`src/rtl/ma_cvxif_pkg.sv`:
```
// Purpose: shared types for the CV-X-IF matrix-accelerator issue front-end.
// Latency: n/a (types and constants only).
// Backpressure: n/a.
package ma_cvxif_pkg;

    localparam int unsigned MA_XLEN = 32;
    localparam int unsigned MA_ID_W = 3;

    // Major opcode claimed by the coprocessor (custom-3).
    localparam logic [6:0] CUSTOM3_OPCODE = 7'h7B;

    typedef enum logic [2:0] {
        OP_MLD  = 3'd0,
        OP_MST  = 3'd1,
        OP_MMUL = 3'd2,
        OP_MADD = 3'd3,
        OP_MCFG = 3'd4
    } ma_op_e;

    typedef enum logic [1:0] {
        ST_IDLE = 2'd0,
        ST_REQ  = 2'd1,
        ST_WAIT = 2'd2,
        ST_RES  = 2'd3
    } ma_disp_state_e;

    typedef struct packed {
        logic               vld;
        logic [MA_ID_W-1:0] id;
        ma_op_e             op;
        logic [MA_XLEN-1:0] rs1;
        logic [MA_XLEN-1:0] rs2;
        logic [4:0]         rd;
        logic               we;
        logic               committed;
        logic               killed;
    } ma_cvxif_entry_t;

endpackage

```
`src/rtl/ma_cvxif_decoder.sv`:
```
// Purpose: decode a custom-3 instruction word into legal/op/rd/writeback.
// Latency: purely combinational.
// Backpressure: none.
// Ports: i_instr[14:0] (low bits of the instruction word) -> o_legal, o_op, o_rd, o_writeback.
module ma_cvxif_decoder
    import ma_cvxif_pkg::*;
#(
    parameter logic [6:0] CustomOpcode = CUSTOM3_OPCODE
) (
    input  logic [14:0] i_instr,
    output logic        o_legal,
    output logic [2:0]  o_op,
    output logic [4:0]  o_rd,
    output logic        o_writeback
);

    logic [2:0] w_funct3;

    always_comb begin
        w_funct3    = i_instr[14:12];
        o_op        = w_funct3;
        o_rd        = i_instr[11:7];
        // funct3 encodings 000..100 are the five defined ops.
        o_legal     = (i_instr[6:0] == CustomOpcode) && (w_funct3 <= 3'd4);
        o_writeback = o_legal && (w_funct3 == OP_MCFG) && (o_rd != 5'd0);
    end

endmodule

```
`src/rtl/ma_cvxif_issue_queue.sv`:
```
// Purpose: CV-X-IF front-end: decode/accept, in-order queue with commit/kill CAM, single-outstanding dispatch.
// Latency: commit of idle head -> acc_req_valid_o next cycle; acc response -> result_valid_o next cycle.
// Backpressure: issue stalls when queue full or operands invalid; req/rsp/result use valid-ready handshakes.
// Ports: issue_* (core issue), commit_* (commit/kill), acc_req_*/acc_rsp_* (accelerator), result_* (to core).
module ma_cvxif_issue_queue
    import ma_cvxif_pkg::*;
#(
    parameter int unsigned XLEN         = MA_XLEN,
    parameter int unsigned IdWidth      = MA_ID_W,
    parameter int unsigned Depth        = 4,
    parameter logic [6:0]  CustomOpcode = CUSTOM3_OPCODE
) (
    input  logic               clk_i,
    input  logic               rst_ni,
    input  logic               issue_valid_i,
    output logic               issue_ready_o,
    input  logic [31:0]        issue_instr_i,
    input  logic [IdWidth-1:0] issue_id_i,
    input  logic [XLEN-1:0]    issue_rs1_i,
    input  logic [XLEN-1:0]    issue_rs2_i,
    input  logic [1:0]         issue_rs_valid_i,
    output logic               issue_accept_o,
    output logic               issue_writeback_o,
    input  logic               commit_valid_i,
    input  logic [IdWidth-1:0] commit_id_i,
    input  logic               commit_kill_i,
    output logic               acc_req_valid_o,
    input  logic               acc_req_ready_i,
    output logic [2:0]         acc_op_o,
    output logic [XLEN-1:0]    acc_rs1_o,
    output logic [XLEN-1:0]    acc_rs2_o,
    input  logic               acc_rsp_valid_i,
    output logic               acc_rsp_ready_o,
    input  logic [XLEN-1:0]    acc_rsp_data_i,
    output logic               result_valid_o,
    input  logic               result_ready_i,
    output logic [IdWidth-1:0] result_id_o,
    output logic [XLEN-1:0]    result_data_o,
    output logic [4:0]         result_rd_o,
    output logic               result_we_o
);

    localparam int unsigned PtrW = $clog2(Depth);

    logic            w_legal, w_wb;
    logic [2:0]      w_op;
    logic [4:0]      w_rd;
    logic            w_full, w_push, w_pop;
    logic            w_head_commit, w_head_kill;
    logic [Depth-1:0] w_match;
    logic            w_unused_instr;
    ma_cvxif_entry_t w_head;
    ma_disp_state_e  r_state, w_state_nxt;

    ma_cvxif_entry_t   r_q [Depth];
    logic [PtrW-1:0]   r_head, r_tail;
    logic [PtrW:0]     r_count;

    ma_op_e            r_acc_op;
    logic [XLEN-1:0]   r_acc_rs1, r_acc_rs2, r_res_data;
    logic [IdWidth-1:0] r_res_id;
    logic [4:0]        r_res_rd;
    logic              r_res_we;

    ma_cvxif_decoder #(.CustomOpcode(CustomOpcode)) u_decoder (
        .i_instr     (issue_instr_i[14:0]),
        .o_legal     (w_legal),
        .o_op        (w_op),
        .o_rd        (w_rd),
        .o_writeback (w_wb)
    );

    assign w_unused_instr = ^issue_instr_i[31:15];

    // Issue handshake: illegal words are answered (rejected) immediately;
    // legal ones wait for space and both operands. No bypass of a same-cycle pop.
    assign w_full            = (r_count == (PtrW+1)'(Depth));
    assign issue_ready_o     = !w_legal || (!w_full && (&issue_rs_valid_i));
    assign issue_accept_o    = w_legal && issue_ready_o && issue_valid_i;
    assign issue_writeback_o = w_wb;
    assign w_push            = issue_accept_o;

    always_comb begin
        w_match = '0;
        for (int i = 0; i < Depth; i++) begin
            w_match[i] = commit_valid_i && r_q[i].vld && (r_q[i].id == commit_id_i);
        end
    end

    // Head decision folds in a commit/kill arriving this cycle so an idle
    // dispatcher can issue the request on the very next cycle.
    assign w_head        = r_q[r_head];
    assign w_head_commit = w_head.vld && !w_head.killed &&
                           (w_head.committed || (w_match[r_head] && !commit_kill_i));
    assign w_head_kill   = w_head.vld && !w_head.committed &&
                           (w_head.killed || (w_match[r_head] && commit_kill_i));
    assign w_pop         = (r_state == ST_IDLE) && (w_head_commit || w_head_kill);

    always_ff @(posedge clk_i or negedge rst_ni) begin
        if (!rst_ni) begin
            for (int i = 0; i < Depth; i++) r_q[i] <= '0;
            r_head  <= '0;
            r_tail  <= '0;
            r_count <= '0;
        end else begin
            for (int i = 0; i < Depth; i++) begin
                if (w_match[i]) begin
                    if (commit_kill_i) r_q[i].killed    <= 1'b1;
                    else               r_q[i].committed <= 1'b1;
                end
            end
            // Pushes only land on an invalid tail slot, so they never collide
            // with a CAM update or with the popped head entry.
            if (w_push) begin
                r_q[r_tail] <= '{vld: 1'b1, id: issue_id_i, op: ma_op_e'(w_op),
                                 rs1: issue_rs1_i, rs2: issue_rs2_i, rd: w_rd,
                                 we: w_wb, committed: 1'b0, killed: 1'b0};
                r_tail <= r_tail + 1'b1;
            end
            if (w_pop) begin
                r_q[r_head].vld <= 1'b0;
                r_head          <= r_head + 1'b1;
            end
            case ({w_push, w_pop})
                2'b10:   r_count <= r_count + 1'b1;
                2'b01:   r_count <= r_count - 1'b1;
                default: r_count <= r_count;
            endcase
        end
    end

    // Dispatch FSM: state register
    always_ff @(posedge clk_i or negedge rst_ni) begin
        if (!rst_ni) r_state <= ST_IDLE;
        else         r_state <= w_state_nxt;
    end

    // Dispatch FSM: next state
    always_comb begin
        w_state_nxt = r_state;
        case (r_state)
            ST_IDLE: if (w_head_commit)   w_state_nxt = ST_REQ;
            ST_REQ:  if (acc_req_ready_i) w_state_nxt = ST_WAIT;
            ST_WAIT: if (acc_rsp_valid_i) w_state_nxt = ST_RES;
            ST_RES:  if (result_ready_i)  w_state_nxt = ST_IDLE;
            default: w_state_nxt = ST_IDLE;
        endcase
    end

    // Dispatch FSM: outputs
    always_comb begin
        acc_req_valid_o = (r_state == ST_REQ);
        acc_rsp_ready_o = (r_state == ST_WAIT);
        result_valid_o  = (r_state == ST_RES);
    end

    // Request and result fields are captured once and held for the whole handshake.
    always_ff @(posedge clk_i or negedge rst_ni) begin
        if (!rst_ni) begin
            r_acc_op   <= OP_MLD;
            r_acc_rs1  <= '0;
            r_acc_rs2  <= '0;
            r_res_id   <= '0;
            r_res_rd   <= '0;
            r_res_we   <= 1'b0;
            r_res_data <= '0;
        end else begin
            if (w_pop && w_head_commit) begin
                r_acc_op  <= w_head.op;
                r_acc_rs1 <= w_head.rs1;
                r_acc_rs2 <= w_head.rs2;
                r_res_id  <= w_head.id;
                r_res_rd  <= w_head.rd;
                r_res_we  <= w_head.we;
            end
            if ((r_state == ST_WAIT) && acc_rsp_valid_i) r_res_data <= acc_rsp_data_i;
        end
    end

    assign acc_op_o      = r_acc_op;
    assign acc_rs1_o     = r_acc_rs1;
    assign acc_rs2_o     = r_acc_rs2;
    assign result_id_o   = r_res_id;
    assign result_data_o = r_res_data;
    assign result_rd_o   = r_res_rd;
    assign result_we_o   = r_res_we;

    a_no_same_cycle_commit: assert property (@(posedge clk_i) disable iff (!rst_ni)
        !(commit_valid_i && issue_accept_o && (commit_id_i == issue_id_i)));
    a_unique_match: assert property (@(posedge clk_i) disable iff (!rst_ni)
        $onehot0(w_match));

endmodule

```
`config.mk`:
```
export PLATFORM = sky130hd
export DESIGN_NAME = ma_cvxif_issue_queue
export DESIGN_NICKNAME = d
export VERILOG_FILES = /design/src/rtl/ma_cvxif_pkg.sv /design/src/rtl/ma_cvxif_decoder.sv /design/src/rtl/ma_cvxif_issue_queue.sv
export SDC_FILE = /design/constraint.sdc
export NUM_CORES = 1
export LEC_CHECK = 0
export BUFFER_PORTS_ARGS = -buffer_cell sky130_fd_sc_hd__buf_2
export CAP_MARGIN = 30
export CORE_MARGIN = 2
export CORE_UTILIZATION = 58
export DETAILED_ROUTE_END_ITERATION = 6
export PLACE_DENSITY = 0.8
export SLEW_MARGIN = 40
export SYNTH_ARGS = -nofsm -noshare
export SYNTH_HDL_FRONTEND = slang
export SYNTH_HIERARCHICAL = 1
export SYNTH_SLANG_ARGS = --single-unit
```
`constraint.sdc`:
```
create_clock -name clk_i -period 3.2 [get_ports clk_i]
set_clock_uncertainty 0.2 [all_clocks]
set_input_delay 0.8 -clock clk_i [delete_from_list [all_inputs] [get_ports clk_i]]
set_output_delay 0.8 -clock clk_i [all_outputs]
set_load 0.05 [all_outputs]
```
==> impl_metrics.json, run 1 <==
{
  "postLayoutCoreUtil_pct": 69.35,
  "final-setup-viol-count": 0,
  "first_pass_iters": 4,
  "initial_core_util_pct": 59.05,
  "cts_resized": 0,
  "ioPinCount": 258,
  "whs_ps": 49.06,
  "final_area_um2": 21940,
  "drive_gt1_share_pct": 60.93,
  "ys_ff_latch": 433,
  "ys_seq_area_share_pct": 58.00,
  "final_max_slew_viol_count": 0,
  "antenna_found_initial": 6,
  "drt_iter0_markers": 472,
  "fmax_ghz": 0.3270,
  "hold_class": "primary input to asynchronous set/reset pin",
  "crit_slowest_cell": "nor4b_4",
  "die_h_um": 183.5,
  "crit_path_end_kind": "primary output",
  "status": "finished clean",
  "yosys_warnings": 6,
  "peakVddDrop_mv": 0.5363,
  "hold_viol": 0,
  "core_area_um2": 31640,
  "crit_type": "primary input to primary output",
  "cts-htree-levels": 2,
  "synth_common_cells": "433 x dfrtp_1, 373 x mux2_2, 79 x mux4_2",
  "track_usage_pct": 23.20,
  "crit_top_cell": "buf_2",
  "via_count": 10450,
  "rows": 65,
  "overflow": 0,
  "nNetsFinal": 1533,
  "grt_pass1_wl_um": 61390,
  "ctsHoldBuffers": 0,
  "min_period_ps": 3058,
  "synth_flop_cell": "dfrtp_1",
  "synth_cell_types": 41,
  "cts_tree": "yes",
  "required_ps": 2200,
  "yosysTopAreaCell": "dfrtp_1",
  "leakage_uw": 0.01127,
  "synth_area_um2": 18680,
  "worst_slew_pin_slew_ps": 733.2,
  "maxCapViolCount": 0,
  "cts_sinks": 433,
  "max_stage_delay_ps": 440,
  "cts_buffers": 46,
  "total_power_uw": 12550,
  "clockRootBuffer": "clkbuf_16",
  "netlist_instances": 1117,
  "cp-start-kind": "primary input",
  "worstPathMaxFanout": 5,
  "clk_latency_ps": 540,
  "slew_headroom_pct": 51.12,
  "synth_edf_count": 0,
  "cp_data_arrival_time_ps": 2060,
  "dieWidth_um": 183.5,
  "yosysMostFrequentCell": "dfrtp_1",
  "finalWirelength_um": 37790,
  "synth_top_area_share_pct": 58.00,
  "synth_area_per_cell_um2": 16.73,
  "rsz0062_at_grt": "no",
  "grt_max_degree": 72,
  "grt_pass1_vias": 11390,
  "p_per_area_nw_per_um2": 572.1,
  "ant_nets": 0,
  "clock_path_buffers": 3,
  "avgViaCountPerCell": 5.793,
  "wl_per_cell_um": 20.95,
  "period_share_pct": 95.57,
  "place_area_um2": 20550,
  "area_delta_synth_final_pct": 17.44,
  "cp_cell_sequence": "buf_2 > and4b_1 > nand4_1 > nor4b_4 > buf_2",
  "gp_congestion": 0.7379,
  "timing.setup.tns_ps": 0,
  "drc": 0,
  "clk_pin_slew_ps": 60,
  "dieArea_um2": 33660,
  "hpwl_um": 24150,
  "synth_nets": 1275,
  "io_buffers": 240,
  "synth_area_leaders": "dfrtp_1 58%, mux2_2 22%, mux4_2 9.5%",
  "async_flop_share_pct": 100.0,
  "post-cts-setup-buffers": 0
}
## logic make-up after synthesis
family | Yosys count | share of synthesized area [%]
AOI/OAI and AO/OA | 20 | 0.7165
adders and majority gates | 14 | 0.9778
DFF | 433 | 58.00
xor gates and xnor gates | 17 | 0.7970
muxes | 494 | 35.33
and+or+nand+nor | 51 | 1.674
buffers and inverters | 88 | 2.505
## worst max-delay path, delay by kind of cell
family | cells | cell delay, ps
AND/OR/NAND/NOR | 3 | 820
buffers and inverters | 2 | 430
## power by group
| group | switching [uW] | total (uW) | internal, uW |
|---|---|---|---|
| registers | 118 | 5840 | 5720 |
| clock network | 2010 | 4950 | 2940 |
| logic | 1250 | 1760 | 508 |
| total | 3380 | 12600 | 9170 |
## cell type report
class	count	area (um2)
flip-flops and latches	433	10840
repair buffers	285	1753
fillers	2120	9696
diodes	2	5.005
clock buffers	63	1286
multi-input cells	596	7398
well taps	402	503.0
clock inverters	10	103.9
inverters	13	48.80
## through the flow
step / setup WS (ps) / cells
floorplan: 8.105 / 1117
global placement: -193.6 / 1729
detailed placement: -227.1 / 1729
CTS: 129.5 / 1802
global route: 25.28 / 1804
finish: 141.8 / 1804
## cell usage in the layout, fill, tap and decap left out, drive strengths merged, types with 2 or more instances in the layout
master / netlist / routed
dfrtp: 433 / 433
mux2: 414 / 414
buf: 31 / 285
mux4: 79 / 79
clkbuf: 44 / 63
inv: 13 / 14
nor2: 14 / 14
ha: 13 / 13
a21oi: 10 / 10
xor2: 9 / 9
xnor2: 8 / 8
nand2: 7 / 7
clkinv: 0 / 7
nor3: 5 / 5
nor4b: 5 / 5
and2: 4 / 4
a31oi: 4 / 4
nor2b: 3 / 3
nand2b: 3 / 3
diode: 0 / 2
nand4b: 2 / 2
nand4: 2 / 2
or4: 2 / 2
bufinv: 0 / 2
## per-layer routing
layer | vias to the layer above | share of wire [%] | global-route usage, % | wire, um
met5 | - | 0.14 | 0 | 52
met4 | 8 | 2.2 | 6.304 | 848
met3 | 68 | 5.5 | 5.269 | 2068
met2 | 245 | 50 | 38.99 | 18800
met1 | 5535 | 42 | 30.76 | 16020
li1 | 4595 | - | - | -
## path summary, 6_finish.rpt
kind,startpoint,to,slack [ps],cells after the start
hold / removal,rst_ni,asynchronous set/reset pin,50,1
max in group asynchronous,rst_ni,acc_rs2_o[7],1860,2
setup reg to reg,r_head[0],r_count[2],220,11
min in group clk_i,r_q[79],r_q[79],290,2
hold reg to reg,r_q[79],r_q[79],290,2
setup / recovery,issue_instr_i[2],issue_writeback_o,140,5
Power figures use the tool's default switching activity.
==> run 2, diff against run 1 <==
--- a/config.mk
+++ b/config.mk
@@ -8,9 +8,10 @@
 export BUFFER_PORTS_ARGS = -buffer_cell sky130_fd_sc_hd__buf_2
 export CAP_MARGIN = 30
 export CORE_MARGIN = 2
-export CORE_UTILIZATION = 58
+export CORE_UTILIZATION = 60
+export CTS_BUF_LIST = sky130_fd_sc_hd__clkbuf_8
 export DETAILED_ROUTE_END_ITERATION = 6
-export PLACE_DENSITY = 0.8
+export PLACE_DENSITY = 0.83
 export SLEW_MARGIN = 40
 export SYNTH_ARGS = -nofsm -noshare
 export SYNTH_HDL_FRONTEND = slang
==> run 2 against run 1 <==
Compared with the run above:
- sequential cell count unchanged
- hold slack improved by 200 ps
- sequential power about the same
- fmax decreased by 2.1%
- worst setup slack got worse by 65 ps
- first-iteration DRC count decreased by 0.21%
- critical path depth increased by 1
- design area increased by 0.53%
- combinational power about the same
- global-route usage increased by 1.3 points
- largest cell class unchanged
==> impl_metrics.json, run 2 (same netlist as run 1, synthesis figures left out) <==
{
  "status": "finished clean",
  "worst_slew_pin_slew_ps": 791.2,
  "period_share_pct": 97.62,
  "cts-htree-levels": 3,
  "dieWidth_um": 180.5,
  "area_delta_synth_final_pct": 18.06,
  "ant_nets": 0,
  "grt_util_met2_pct": 40.79,
  "grt_use_met1_pct": 32.05,
  "crit_type": "primary input to primary output",
  "first_pass_iters": 4,
  "ioPinCount": 258,
  "final-setup-viol-count": 0,
  "min_period_ps": 3124,
  "dp.cells": 1719,
  "wl_per_cell_um": 20.93,
  "rows": 64,
  "fin_cells": 1855,
  "layout_setup_ws_ps": 76.31,
  "min_delay_worst_endpoint": "result_data_o[12]",
  "drive_gt1_share_pct": 61.52,
  "overflow": 0,
  "mostFrequentLayoutCells": "431 x dfrtp_1, 373 x mux2_2, 238 x buf_2",
  "dieArea_um2": 32570,
  "avgViaCountPerCell": 5.705,
  "worst-r2r-setup-slack_ps": 170,
  "final_common_cell": "dfrtp_1",
  "filler_cell_count": 1977,
  "busiest_layer": "met2",
  "core_area_um2": 30590,
  "regArea_um2": 10840,
  "required_ps": 2200,
  "track_usage_pct": 24.54,
  "cts_buffers": 71,
  "r2r.worst_path.cells": 11,
  "crit_path_end_kind": "primary output",
  "grt_pass1_wl_um": 63530,
  "clk_latency_ps": 580,
  "cp_data_arrival_time_ps": 2120,
  "hold_class": "primary input to flip-flop",
  "cp-start-kind": "primary input",
  "clk_pin_slew_ps": 50,
  "finalWirelength_um": 38820,
  "hold_viol": 0,
  "final_max_slew_viol_count": 0,
  "reg2reg_to": "r_count[2]",
  "gp_congestion": 0.7716,
  "worstPathMaxFanout": 5,
  "multiInputGateArea_um2": 7400,
  "rsz0062_at_grt": "no",
  "r2r-start": "r_head[1]",
  "initial_core_util_pct": 61.08,
  "p_per_area_nw_per_um2": 560.5,
  "drc": 0,
  "leakage_uw": 0.01141,
  "fmax_ghz": 0.3201,
  "slew_headroom_pct": 47.25,
  "peakVddDrop_mv": 0.4331,
  "hold_start": "acc_rsp_data_i[12]",
  "clock_path_buffers": 3,
  "io_buffers": 240,
  "whs_ps": 252.9,
  "hpwl_um": 24550,
  "place_area_um2": 20570,
  "via_count": 10580,
  "place_ws_ps": -136.1,
  "postLayoutCoreUtil_pct": 72.10,
  "clockRootBuffer": "clkbuf_8",
  "grt_max_degree": 79,
  "maxCapViolCount": 0,
  "grt_pass1_vias": 11910,
  "final_area_um2": 22060,
  "nNetsFinal": 1560,
  "drt_iter0_markers": 471,
  "die_h_um": 180.5,
  "cts_tree": "yes",
  "cts_sinks": 433,
  "antenna_found_initial": 6,
  "whs_path_depth": 2,
  "met3_usage_pct": 6.144
}
-- run 2: changes by cell type in the layout (fill, tap and decap cells not counted), sizes merged --
cell / previous run / this run
clkbuf: 63 / 87
clkinv: 7 / 6
clkinvlp: 0 / 2
diode: 2 / 9
dlygate4sd3: 0 / 1
inv: 14 / 38
-- run 2: layout make-up --
class                           instances  area share (%)
Tap cell                              396           2.246
Inverter                               13          0.2212
Clock buffer                           86           5.366
Sequential cell                       433           49.16
Timing Repair Buffer                  287           8.322
Antenna cell                            9          0.1021
Multi-Input combinational cell        596           33.55
Clock inverter                         35           1.032
-- run 2: timing repair --
action	CTS	global route
endpoints found under the setup margin	0	2
gates resized for setup	0	2
endpoints found under the hold margin	50	0
hold buffers	1	0
setup buffers	0	5
-- run 2: how the worst max path moves through the flow --
stage,cells after the start,to,start
6_report,6,issue_writeback_o,issue_instr_i[2]
5_1_grt,6,issue_writeback_o,issue_instr_i[2]
4_1_cts,6,issue_accept_o,issue_instr_i[2]
3_5_place_dp,12,r_count[2],commit_id_i[2]
3_3_place_gp,12,r_count[2],commit_id_i[2]
2_1_floorplan,12,r_count[2],commit_valid_i
-- run 2: critical path: stages --
cell     delay, ps
buf_2           90
and4b_1        230
nand4_1        120
buf_4          160
nor4b_4        380
buf_2          330
-- run 2: stage by stage --
step | power, uW | TNS, ps
after floorplan | 7153 | 0
after global placement | 7683 | -128.3
after detailed placement | 7734 | -202.0
after CTS | 12510 | 0
after global routing | 12890 | 0
final | 12360 | 0
-- run 2: routing by layer --
| metal | routed length (um) | up-vias | part of all wire, % |
|---|---|---|---|
| met5 | 7 | - | 0.018 |
| met1 | 16060 | 5543 | 41 |
| met4 | 734 | 2 | 1.9 |
| met2 | 19560 | 290 | 50 |
| met3 | 2466 | 69 | 6.4 |
| li1 | - | 4679 | - |
-- run 2: report_power, final --
part | switching [uW] | internal, uW | total [uW]
clock network | 2140 | 2600 | 4740
registers | 125 | 5720 | 5850
logic | 1260 | 516 | 1780
total | 3520 | 8840 | 12400
==> run 3, diff against run 2 <==
--- a/config.mk
+++ b/config.mk
@@ -12,6 +12,7 @@
 export CTS_BUF_LIST = sky130_fd_sc_hd__clkbuf_8
 export DETAILED_ROUTE_END_ITERATION = 6
 export PLACE_DENSITY = 0.83
+export SETUP_SLACK_MARGIN = 0.15
 export SLEW_MARGIN = 40
 export SYNTH_ARGS = -nofsm -noshare
 export SYNTH_HDL_FRONTEND = slang
==> run 3 against run 2 <==
Compared with the run above:
- via count increased by 0.73%
- sequential power about the same
- design area increased by 0.34%
- fmax increased by 4.7%
- combinational power about the same
- non-clock buffer count increased by 7
- global-route usage decreased by 0.44 points
- final cell count about the same
- sequential cell count unchanged
- largest power group unchanged
==> impl_metrics.json, run 3 (same netlist as run 1, synthesis figures left out) <==
{
  "status": "finished clean",
  "clockRootBuffer": "clkbuf_8",
  "antenna_found_initial": 1,
  "worstPathMaxFanout": 5,
  "cp_data_arrival_time_ps": 1980,
  "die_h_um": 180.5,
  "via_count": 10660,
  "grt_use_met1_pct": 32.42,
  "clk_pin_slew_ps": 60,
  "grt_pass1_vias": 11950,
  "filler_cell_count": 1973,
  "antenna_cells": 0,
  "io_buffers": 240,
  "initial_core_util_pct": 61.08,
  "worst_slew_pin_slew_ps": 661.0,
  "first_pass_iters": 7,
  "met3_usage_pct": 4.830,
  "crit_type": "primary input to primary output",
  "maxCapViolCount": 0,
  "drc": 0,
  "hold_class": "primary input to flip-flop",
  "drive_gt1_share_pct": 62.48,
  "period_share_pct": 93.24,
  "p_per_area_nw_per_um2": 560.6,
  "grt_util_met2_pct": 40.32,
  "finalWirelength_um": 37660,
  "min_period_ps": 2984,
  "final_common_cell": "dfrtp_1",
  "final_max_slew_viol_count": 0,
  "whs_ps": 247.5,
  "cp-start-kind": "primary input",
  "slew_headroom_pct": 55.93,
  "grt_max_degree": 82,
  "rows": 64,
  "whs_path_depth": 2,
  "mostFrequentLayoutCells": "431 x dfrtp_1, 373 x mux2_2, 237 x buf_2",
  "rsz0062_at_grt": "yes",
  "required_ps": 2200,
  "clk_latency_ps": 590,
  "crit_path_end_kind": "primary output",
  "avgViaCountPerCell": 5.750,
  "r2r.worst_path.cells": 11,
  "cts_sinks": 433,
  "clock_path_buffers": 3,
  "wl_per_cell_um": 20.31,
  "peakVddDrop_mv": 0.3861,
  "cts_tree": "yes",
  "gp_congestion": 0.7476,
  "track_usage_pct": 24.10,
  "grt_pass1_wl_um": 62640,
  "hold_viol": 0,
  "busiest_layer": "met2",
  "area_delta_synth_final_pct": 18.46,
  "fmax_ghz": 0.3352,
  "dieArea_um2": 32570,
  "ioPinCount": 258,
  "final-setup-viol-count": 0,
  "dieWidth_um": 180.5,
  "overflow": 0,
  "leakage_uw": 0.01145,
  "layout_setup_ws_ps": 216.3,
  "nNetsFinal": 1567,
  "place_ws_ps": -199.7,
  "core_area_um2": 30590,
  "ant_nets": 0,
  "cts_buffers": 71,
  "hpwl_um": 24080,
  "cts-htree-levels": 3,
  "drt_iter0_markers": 406
}
-- run 3: timing repair --
action	4_1_cts	5_1_grt
cloned	0	0
endpoints found under the hold margin	45	0
resized for setup	1	2
buffers inserted	0	10
setup endpoints to repair	1	3
pin swaps	1	2
hold buffers	1	0
-- run 3: worst paths after layout --
path                              startpoint                         end  slack, ps
hold reg to reg             result_data_o[3]            result_data_o[3]        300
hold / removal             acc_rsp_data_i[7]            result_data_o[7]        250
max in group asynchronous             rst_ni                acc_rs1_o[3]       1420
min in group asynchronous             rst_ni  asynchronous set/reset pin        530
setup / recovery            issue_instr_i[7]           issue_writeback_o        220
setup reg to reg                   r_head[1]                  r_count[2]        290
-- run 3: cell type report --
| cell class | count | area [um2] | share of cell area, % |
|---|---|---|---|
| Clock buffer | 88 | 1211 | 5.473 |
| Clock inverter | 34 | 226.5 | 1.023 |
| Inverter | 13 | 48.80 | 0.2205 |
| Multi-Input combinational cell | 596 | 7441 | 33.62 |
| Sequential cell | 433 | 10840 | 48.99 |
| Tap cell | 396 | 495.5 | 2.239 |
| Timing Repair Buffer | 294 | 1866 | 8.429 |
-- run 3: power breakdown --
| part | switching [uW] | leakage, uW | internal (uW) |
|---|---|---|---|
| combinational | 1260 | 0.00469 | 512 |
| clock | 2140 | 0.000813 | 2660 |
| sequential | 114 | 0.00595 | 5720 |
-- run 3: worst max-delay path, stage by stage --
cell	delay, ps
buf_2	120
or4_4	540
nor2_2	230
nor4b_4	90
buf_4	200
-- run 3: per-stage QoR --
stage	area (um2)	std cells	setup TNS, ps	utilization [%]	total power [uW]
floorplan	18800	1117	0	-	7155
global placement	20590	1721	-165.1	67.32	7656
detailed placement	20600	1721	-4206	67.33	7717
CTS	22050	1844	0	72.07	12560
global route	22130	1854	0	72.35	12940
finish	22130	1854	0	72.35	12410
-- run 3: metal layers --
metal | part of all wire, % | vias up
met2 | 51 | 280
met3 | 5.2 | 54
met1 | 43 | 5651
li1 | - | 4673
met5 | 0.019 | -
met4 | 1.6 | 2
